### src/rtl/fwd_hazard_unit.sv
// Forwarding-select and load-use hazard unit. It tracks destination tags from EX
// through DEPTH post-EX stages, inserts load-use bubbles and counts stall cycles.
module fwd_hazard_unit #(
    parameter int NUM_SRC  = 2,
    parameter int ADDR_W   = 5,
    parameter int ZERO_REG = 31,
    parameter int DEPTH    = 2,
    parameter int CNT_W    = 16,
    localparam int SEL_W   = $clog2(DEPTH + 1)
) (
    input  logic                        clk,
    input  logic                        reset_n,
    input  logic                        hold,
    input  logic                        flush_ex,
    input  logic [ADDR_W-1:0]           id_rd,
    input  logic                        id_regwrite,
    input  logic                        id_is_load,
    input  logic [NUM_SRC*ADDR_W-1:0]   id_src,
    input  logic [NUM_SRC-1:0]          id_src_used,
    input  logic [NUM_SRC*ADDR_W-1:0]   ex_src,
    output logic [NUM_SRC*SEL_W-1:0]    ex_fwd_sel,
    output logic                        stall,
    output logic [CNT_W-1:0]            stall_cnt,
    input  logic                        stat_clr
);

    typedef struct packed {
        logic              valid;
        logic              regwrite;
        logic              is_load;
        logic [ADDR_W-1:0] rd;
    } tag_t;

    localparam logic [CNT_W-1:0] CNT_MAX = {CNT_W{1'b1}};

    tag_t             ex_q, ex_d;
    tag_t [DEPTH:1]   stg_q, stg_d;
    logic [CNT_W-1:0] cnt_q, cnt_d;
    logic             stall_s;
    logic [NUM_SRC*SEL_W-1:0] fwd_sel_s;

    function automatic logic is_writer(input tag_t t);
        return t.valid & t.regwrite & (t.rd != ADDR_W'(ZERO_REG));
    endfunction

    // Forwarding select: scan oldest to youngest so the youngest matching writer wins.
    always_comb begin
        logic [SEL_W-1:0] sel_v;
        fwd_sel_s = '0;
        sel_v     = '0;
        for (int i = 0; i < NUM_SRC; i++) begin
            sel_v = '0;
            for (int k = DEPTH; k >= 1; k--) begin
                if (is_writer(stg_q[k]) && (stg_q[k].rd == ex_src[i*ADDR_W +: ADDR_W])) begin
                    sel_v = SEL_W'(k);
                end else begin
                    sel_v = sel_v;
                end
            end
            fwd_sel_s[i*SEL_W +: SEL_W] = sel_v;
        end
    end

    // Load-use detection between the load in EX and the reader in ID; a flush squashes the reader.
    always_comb begin
        logic hit_v;
        hit_v = 1'b0;
        for (int i = 0; i < NUM_SRC; i++) begin
            if (id_src_used[i] && (id_src[i*ADDR_W +: ADDR_W] == ex_q.rd)) begin
                hit_v = 1'b1;
            end else begin
                hit_v = hit_v;
            end
        end
        if (flush_ex) begin
            stall_s = 1'b0;
        end else begin
            stall_s = is_writer(ex_q) & ex_q.is_load & hit_v;
        end
    end

    // Next state: shift the tag pipe, load EX or a bubble, update the saturating counter.
    always_comb begin
        ex_d  = ex_q;
        stg_d = stg_q;
        cnt_d = cnt_q;
        if (!hold) begin
            stg_d[1] = ex_q;
            for (int k = 2; k <= DEPTH; k++) begin
                stg_d[k] = stg_q[k-1];
            end
            if (flush_ex || stall_s) begin
                ex_d = '0;
            end else begin
                ex_d.valid    = 1'b1;
                ex_d.regwrite = id_regwrite;
                ex_d.is_load  = id_is_load;
                ex_d.rd       = id_rd;
            end
            if (stat_clr) begin
                cnt_d = '0;
            end else if (stall_s && (cnt_q != CNT_MAX)) begin
                cnt_d = cnt_q + CNT_W'(1);
            end else begin
                cnt_d = cnt_q;
            end
        end else begin
            ex_d  = ex_q;
            stg_d = stg_q;
            cnt_d = cnt_q;
        end
    end

    // State registers.
    always_ff @(posedge clk or negedge reset_n) begin
        if (!reset_n) begin
            ex_q  <= '0;
            stg_q <= '0;
            cnt_q <= '0;
        end else begin
            ex_q  <= ex_d;
            stg_q <= stg_d;
            cnt_q <= cnt_d;
        end
    end

    assign ex_fwd_sel = fwd_sel_s;
    assign stall      = stall_s;
    assign stall_cnt  = cnt_q;

endmodule

### config.mk
export PLATFORM = sky130hd
export DESIGN_NAME = fwd_hazard_unit
export DESIGN_NICKNAME = d
export VERILOG_FILES = /design/src/rtl/fwd_hazard_unit.sv
export SDC_FILE = /design/constraint.sdc
export NUM_CORES = 1
export LEC_CHECK = 0
export CORE_UTILIZATION = 45
export CTS_CLUSTER_SIZE = 20
export DETAILED_ROUTE_END_ITERATION = 10
export PLACE_DENSITY_LB_ADDON = 0.12
export SLEW_MARGIN = 20
export SYNTH_ARGS = -nofsm -noshare
export SYNTH_HDL_FRONTEND = slang
export SYNTH_SLANG_ARGS = --single-unit
### constraint.sdc
create_clock -name clk -period 2 [get_ports clk]
set_input_delay 0.4 -clock clk [delete_from_list [all_inputs] [get_ports clk]]
set_output_delay 0.4 -clock clk [all_outputs]
set_load 0.01 [all_outputs]
Yosys cells after proc, flatten, opt, wreduce, memory -nomap -nowiden. Index checks and enable logic that the tools add are counted.

$add $sub $neg: 1. Eq/ne operators: 10. Mux-type cells: 10. Bitwise logic cells: 9. Reduce and logical (&&, ||, !) cells: 10.

Operators by type and width (number): two-way mux 16 bit (2); equality test 5 bit (6); adder 16 x 1 -> 16 bit (second input constant) (1); inequality test 16 bit (second input constant) (1); inequality test 5 bit (second input constant) (3); AND 1 bit (8); two-way mux 2 bit (4); two-way mux 8 bit (1); logical AND 1 bit (7); two-way mux 1 bit (3); AND reduction 2 bit (1); nonzero test 2 bit (1); logical OR 1 bit (1); NOT 1 bit (1).

Flip-flop bits (word level): 38. Input bits: 34. Output and inout port bits: 21. Logic and storage cells: 51.

Depth between registers and ports, before layout. Gate-level depths: netlist of run 1.

Word-level depth: 9. Gate-level depth with buffers: 7. Gate-level depth less buffers: 6.

Worst setup path before layout of run 1. Ideal clock, no wire load.

Path type: reg-to-reg. Start point: register cnt_q[0], in the netlist stall_cnt[0]. End point: register cnt_q[4], in the netlist stall_cnt[4]. Library setup time: 0.124 ns. Data arrival time: 1.799 ns. Required time: 1.876 ns. Slack: 0.077 ns. Cell stages (with the launch flop): 8. Path buffers: 1. Period minus slack after synthesis: 1.923 ns. Path through: dfrtp_1 > ha_1 > and3_2 > nand3_1 > o311a_1 > buf_6 > a31oi_1 > a21oi_2.

Cells in the longest elaborated chain, start to end: 4. Elaborated cells between the ends (all ways): 7. Classes of those cells: add/sub (1); eq/ne (1); mux (2); reduce/logical (3).

Ends and longest elaborated chain: start: declaration (RTL line 38) `logic [CNT_W-1:0] cnt_q, cnt_d;`; start signal: assignment (RTL line 123) `cnt_q <= cnt_d;`; branches (longest 4 deep; another with adder 16 x 1 -> 16 bit).

Several ways; the timed one is not identified. The select of a mux whose other input is x is not followed. A chain may end at the register's enable or synchronous reset.

Final worst setup path of run 1.
Start point: register stg_q[12] in the netlist's numbering. End point: output port ex_fwd_sel[3].

Cells in the longest elaborated chain, start to end: 5. Elaborated cells between the ends (all ways): 6. Classes of those cells: eq/ne (2); mux (2); bitwise (1); reduce/logical (1).

Ends and longest elaborated chain: start: declaration (RTL line 37) `tag_t [DEPTH:1] stg_q, stg_d;`; start signal: assignment (RTL line 122) `stg_q <= stg_d;`; inequality test 5 bit (RTL line 43) `return t.valid & t.regwrite & (t.rd != ADDR_W'(ZERO_REG));`; AND 1 bit (RTL line 43); logical AND 1 bit * (RTL line 54) `if (is_writer(stg_q[k]) && (stg_q[k].rd == ex_src[i*ADDR_W +: ADDR_W])) begin`; two-way mux 2 bit * (2 in series) (RTL line 54); end: declaration (RTL line 21) `output logic [NUM_SRC*SEL_W-1:0] ex_fwd_sel,`.

Every way passes the cells marked *; elsewhere a longest branch is shown, timed or not.

==> results.sh, run 1 <==
export IMPL_crit_required_ns=1.60
export IMPL_critical_path_max_fanout=4
export IMPL_post_synth_top_area_cell="dfrtp_1"
export IMPL_fmax_ghz=0.4510
export IMPL_routability_congestion_estimate_from_global_placement=0.8279
export IMPL_fin_skew_ns=0.003043
export IMPL_drtPass1Iterations=4
export IMPL_synth_sequential_area_ratio_pct=41.51
export IMPL_path_clk_slew_ns=0.08
export IMPL_postSynthNetCount=252
export IMPL_yosys_cell_types_count=50
export IMPL_startpoint_type="flop"
export IMPL_clock_insertion_delay_worst_skew_ns=0.29
export IMPL_run_status="finished with violations"
export IMPL_global_route_wire_length_before_repair_um=9273
export IMPL_routed_via_density=5.349
export IMPL_ys_ff_latch=38
export IMPL_area_growth_syn_to_layout_pct=49.65
export IMPL_initial_utilization_pct=47.56
export IMPL_synthesis_yosys_warnings=0
export IMPL_critPathCaptureType="output port"
export IMPL_power_static_leakage_nw=1.585
export IMPL_period_minus_slack_ns=2.217
export IMPL_r2r_end="stall_cnt[0]"
export IMPL_number_of_flops_mapped_to_enable_cells_by_yosys=0
export IMPL_setup_repair_after_global_routing_missed_its_margin="yes"
export IMPL_max_slew_worst_pin_slew_ns=0.4259
export IMPL_rr_worst_depth=5
export IMPL_numClockSinks=38
export IMPL_die_h_um=73.35
export IMPL_postLayoutSetupSlackWorst_ns=-0.2173
export IMPL_vias=2070
export IMPL_critical_path_slowest_cell="or4_1"
export IMPL_placedInstanceArea_sq_um=3203
export IMPL_slew_headroom_pct=71.60
export IMPL_worst_r2r_startpoint="ex_q[3]"
export IMPL_final_cell_mix="50 x buf_4, 35 x dfrtp_1, 33 x clkdlybuf4s50_1"
export IMPL_path_class="reg -> out"
export IMPL_layout_commonest_cell="buf_4"
export IMPL_cts_hold_repair_buffers=0
export IMPL_std_cell_rows=25
export IMPL_layout_cell_area_non_filler_sq_um=3428
export IMPL_cts_tree="built"
export IMPL_drc=0
export IMPL_yosysTopAreaCellShare_pct=41.51
export IMPL_ioPinCount=55
export IMPL_hold_class="in -> async"
export IMPL_fin_hold_ws_ns=0.04069
export IMPL_cts_root_buffer="clkbuf_8"
export IMPL_global_route_usage_total_pct=22.74
export IMPL_final_hold_viol_count=0
export IMPL_tritoncts_num_buffers=5
export IMPL_mapped_area_sq_um=2291
export IMPL_die_width_um=73.35
export IMPL_drt_iter0_markers=78
export IMPL_finalSetupViolations=3
export IMPL_ctsLongestPathBuffers=2
export IMPL_antenna_found_initial=0
export IMPL_synth_top_flop_cell="dfrtp_1"
export IMPL_failing_checks="negative setup slack"
export IMPL_vias_in_the_first_global_route=2008
export IMPL_timing_final_max_slew_violations=0
export IMPL_port_buffers=54
export IMPL_post_dp_hpwl_um=4292
export IMPL_aggregate_negative_setup_slack_ns=-0.4341
export IMPL_antenna_cells=0
export IMPL_syn_inst=217
export IMPL_synth_top_cells_by_area="dfrtp_1 42%, mux2_2 6.9%, xnor2_1 6.1%"
export IMPL_irDropWorstVdd_v=0.0003143
export IMPL_synthArstFlopShare_pct=100.0
export IMPL_fin_crit_sh_pct=110.9
export IMPL_synth_avg_cell_area_sq_um=10.56
export IMPL_design_final_nets=354
export IMPL_maxCapViolCount=0
export IMPL_gr_total_overflow=0
export IMPL_die_area_sq_um=5380
export IMPL_reg2reg_slack_ns=0.05
export IMPL_critical_path_cell_sequence="buf_6 -> xor2_1 -> or4_1 -> nor4_2 -> buf_2"
export IMPL_post_drt_wl_per_cell_um=15.09
export IMPL_core_area_sq_um=4817
export IMPL_grt_start_max_net_pins=24
export IMPL_worst_ep_arrival_time_ns=1.82
export IMPL_timing_critical_path_slowest_cell_delay_ns=0.52
export IMPL_drive_above_1_share_pct=33.44
export IMPL_p_per_area_nw_per_um2=602.5
export IMPL_clock_h_tree_levels=2
export IMPL_wl_um=5841
export IMPL_antenna_violating_nets_post_route=0
[synth_stat cells (all sizes together), types with 2 or more instances]
master,number
a21o,2
a21oi,8
a22o,7
a31oi,15
and3,4
and4,2
buf,7
clkbuf,4
dfrtp,38
inv,4
mux2,16
nand2,12
nand3,9
nand4,5
nor2,9
nor2b,2
nor3,3
nor4,6
o211ai,3
o21a,7
o22ai,2
o311ai,2
o31a,2
or2,2
or3,2
or4,3
xnor2,16
xor2,14
[cell type report]
cell class / instances / area (sq um)
Timing Repair Buffer: 106 / 939.7
Inverter: 4 / 15.01
Clock buffer: 7 / 76.32
Multi-Input combinational cell: 164 / 1329
Sequential cell: 38 / 954.7
Clock inverter: 1 / 30.03
Fill cell: 378 / 1389
Tap cell: 67 / 83.83
[flip-flops by register name, indices dropped and copies added, names as in the netlist]
signal,count
ex_q,8
stg_q,14
stall_cnt,16
[logic make-up after synthesis]
family	Yosys count	share of synthesized area (%)
xor+xnor	30	11.47
simple gates	63	15.02
flops	38	41.51
buf+inv	15	4.150
compound gates	54	19.44
mux	16	7.864
fa+ha+maj	1	0.5461
[worst max-delay path: cells and delay by family (launching register included)]
kind                      cells  cell delay, ns
and+or+nand+nor               2            0.67
DFF                           1            0.42
buffers and inverters         2            0.31
xor gates and xnor gates      1            0.13
[per-layer routing]
layer,vias up,share of wire [%],GRT usage [%]
met5,-,0,0
met4,0,0.72,5.128
met3,4,3.5,3.704
met2,41,52,41.56
met1,1007,44,28.07
li1,1018,-,-
[worst max-delay path by stage]
stage / start / end / slack (ns) / cells after the start
after CTS: stg_q[12] / ex_fwd_sel[1] / -0.22 / 5
after global placement: ex_src[9] / ex_fwd_sel[3] / -0.68 / 5
after detailed placement: ex_src[4] / ex_fwd_sel[1] / -0.70 / 5
final: stg_q[12] / ex_fwd_sel[3] / -0.22 / 5
after global routing: stg_q[12] / ex_fwd_sel[3] / -0.28 / 5
after floorplan: stall_cnt[0] / stall_cnt[4] / 0.08 / 7
[repair_timing]
action	CTS	global route
gates resized for setup	29	24
endpoints found under the setup margin	5	27
pin swaps	7	16
cloned	0	0
buffers inserted	3	1
[metrics by stage]
stage	worst slack, ns	power (W)	utilization [%]	instances
after detailed placement	-0.6970	0.001403	66.49	375
after CTS	-0.2187	0.002058	68.94	386
after global placement	-0.6839	0.001389	66.49	375
after floorplan	0.07742	0.001130	-	217
final	-0.2173	0.002066	71.17	387
after global routing	-0.2849	0.002158	71.17	387
[where the power goes]
part	internal [W]	switching (W)	leakage, nW
clock network	0.000373	0.000272	0.0524
logic	0.000305	0.000210	1.04
registers	0.000837	0.0000672	0.497
Power figures use the tool's default switching activity.
==> run 2, diff against run 1 <==
--- a/config.mk
+++ b/config.mk
@@ -9,7 +9,7 @@
 export CTS_CLUSTER_SIZE = 20
 export DETAILED_ROUTE_END_ITERATION = 10
 export PLACE_DENSITY_LB_ADDON = 0.12
-export SLEW_MARGIN = 20
+export SLEW_MARGIN = 25
 export SYNTH_ARGS = -nofsm -noshare
 export SYNTH_HDL_FRONTEND = slang
 export SYNTH_SLANG_ARGS = --single-unit
==> results of run 2 <==
Same layout as run 1: the final DEF is identical, and so are final timing and power.
==> run 3, diff against run 2 <==
--- a/config.mk
+++ b/config.mk
@@ -9,6 +9,7 @@
 export CTS_CLUSTER_SIZE = 20
 export DETAILED_ROUTE_END_ITERATION = 10
 export PLACE_DENSITY_LB_ADDON = 0.12
+export RECOVER_POWER = 25
 export SLEW_MARGIN = 25
 export SYNTH_ARGS = -nofsm -noshare
 export SYNTH_HDL_FRONTEND = slang
==> run 3 against run 2 <==
The flow still finishes with violations (negative setup slack). Non-clock buffer count did not move. Utilization fell by 0.34 points. Maximum frequency barely moved. Critical path type unchanged. Die area did not move. Critical path depth did not move. Sequential cell count did not move. Count of clock-buffer cells in the layout did not move.
==> results.sh, run 3 (synthesized netlist as in run 1, its figures left out) <==
export IMPL_path_clk_slew_ns=0.08
export IMPL_clock_h_tree_levels=2
export IMPL_ioPinCount=55
export IMPL_vias_in_the_first_global_route=2008
export IMPL_reg2reg_slack_ns=0.05
export IMPL_timing_final_max_slew_violations=0
export IMPL_area_growth_syn_to_layout_pct=48.93
export IMPL_path_class="reg -> out"
export IMPL_failing_checks="negative setup slack"
export IMPL_antenna_violating_nets_post_route=0
export IMPL_design_final_nets=354
export IMPL_die_area_sq_um=5380
export IMPL_placedInstanceArea_sq_um=3203
export IMPL_critPathCaptureType="output port"
export IMPL_final_cell_mix="50 x buf_4, 35 x dfrtp_1, 33 x clkdlybuf4s50_1"
export IMPL_maxCapViolCount=0
export IMPL_tritoncts_num_buffers=5
export IMPL_post_dp_hpwl_um=4292
export IMPL_drt_iter0_markers=68
export IMPL_aggregate_negative_setup_slack_ns=-0.4352
export IMPL_antenna_cells=0
export IMPL_fin_hold_ws_ns=0.2241
export IMPL_cts_tree="built"
export IMPL_drive_above_1_share_pct=33.13
export IMPL_timing_critical_path_slowest_cell_delay_ns=0.52
export IMPL_post_drt_wl_per_cell_um=15.04
export IMPL_hold_class="in -> async"
export IMPL_power_static_leakage_nw=1.577
export IMPL_final_hold_viol_count=0
export IMPL_startpoint_type="flop"
export IMPL_gr_total_overflow=0
export IMPL_run_status="finished with violations"
export IMPL_core_area_sq_um=4817
export IMPL_global_route_wire_length_before_repair_um=9273
export IMPL_critical_path_max_fanout=4
export IMPL_setup_repair_after_global_routing_missed_its_margin="yes"
export IMPL_slew_headroom_pct=37.77
export IMPL_cts_root_buffer="clkbuf_8"
export IMPL_max_slew_worst_pin_slew_ns=0.9335
export IMPL_layout_cell_area_non_filler_sq_um=3412
export IMPL_clock_insertion_delay_worst_skew_ns=0.29
export IMPL_crit_required_ns=1.60
export IMPL_std_cell_rows=25
export IMPL_fin_crit_sh_pct=110.8
export IMPL_dp_cells=375
export IMPL_antenna_found_initial=0
export IMPL_p_per_area_nw_per_um2=604.2
export IMPL_grt_start_max_net_pins=24
export IMPL_period_minus_slack_ns=2.217
export IMPL_port_buffers=54
export IMPL_largest_register_ffs=16
export IMPL_die_width_um=73.35
export IMPL_routed_via_density=5.393
export IMPL_worst_ep_arrival_time_ns=1.82
export IMPL_stdcell_count=387
export IMPL_seqCellArea_sq_um=954.7
export IMPL_fmax_ghz=0.4511
export IMPL_layout_commonest_cell="buf_4"
export IMPL_worst_r2r_startpoint="ex_q[3]"
export IMPL_routability_congestion_estimate_from_global_placement=0.8279
export IMPL_critical_path_cell_sequence="buf_6 -> xor2_1 -> or4_1 -> nor4_2 -> buf_2"
export IMPL_critical_path_slowest_cell="or4_1"
export IMPL_fin_skew_ns=0.003267
export IMPL_die_h_um=73.35
export IMPL_r2r_end="stall_cnt[0]"
export IMPL_n_fill_cell=380
export IMPL_ctsLongestPathBuffers=2
export IMPL_vias=2087
export IMPL_postLayoutSetupSlackWorst_ns=-0.2170
export IMPL_irDropWorstVdd_v=0.0003142
export IMPL_drc=0
export IMPL_wl_um=5820
export IMPL_drtPass1Iterations=4
export IMPL_numClockSinks=38
export IMPL_initial_utilization_pct=47.56
export IMPL_finalSetupViolations=3
export IMPL_rr_worst_depth=5
export IMPL_multi_input_comb_area_sq_um=1329
export IMPL_global_route_usage_total_pct=22.74
==> run 3: cell types whose count changed in the layout (fill, tap and decap cells not counted), sizes merged <==
cell    change
clkbuf      +2
buf         -2
==> run 3: worst max-delay path by stage <==
stage / endpoint / slack [ns] / startpoint
finish: ex_fwd_sel[3] / -0.22 / stg_q[12]
global route: ex_fwd_sel[3] / -0.28 / stg_q[12]
CTS: ex_fwd_sel[1] / -0.22 / stg_q[12]
detailed placement: ex_fwd_sel[1] / -0.70 / ex_src[4]
global placement: ex_fwd_sel[3] / -0.68 / ex_src[9]
floorplan: stall_cnt[4] / 0.08 / stall_cnt[0]
==> run 3: final cells by class <==
class	count	share of cell area, %
Tap cell	67	2.457
Inverter	4	0.4400
Timing Repair Buffer	106	27.06
Multi-Input combinational cell	164	38.94
Clock buffer	7	2.237
Clock inverter	1	0.8801
Sequential cell	38	27.98
==> run 3: stage by stage <==
step | total power [W] | util (%) | worst slack (ns)
2_1_floorplan | 0.001130 | - | 0.07742
3_3_place_gp | 0.001389 | 66.49 | -0.6839
3_5_place_dp | 0.001403 | 66.49 | -0.6970
4_1_cts | 0.002058 | 68.94 | -0.2187
5_1_grt | 0.002154 | 70.83 | -0.2849
6_report | 0.002061 | 70.83 | -0.2170
==> run 3: where the power goes <==
group          switching, W  internal, W
clock              0.000273     0.000373
combinational      0.000209     0.000301
sequential        0.0000672     0.000837
total              0.000549      0.00151
==> run 3: metal layers <==
layer	vias up	track usage [%]	part of all wire (%)
met3	4	3.704	3.9
met1	1021	28.07	43
met5	-	0	0
met2	44	41.56	52
met4	0	5.128	0.72
li1	1018	-	-
==> run 3: timing repair <==
item / 4_1_cts / 5_1_grt
hold buffers: 0 / 0
setup buffers: 3 / 1
endpoints found under the setup margin: 5 / 27
gates resized for setup: 29 / 24
pin swaps: 7 / 16
==> run 3: critical path: cells and delay by family, from the launching register on <==
kind	cells	cell delay [ns]
XOR/XNOR	1	0.13
flip-flops	1	0.42
AND/OR/NAND/NOR	2	0.67
buffers and inverters	2	0.31
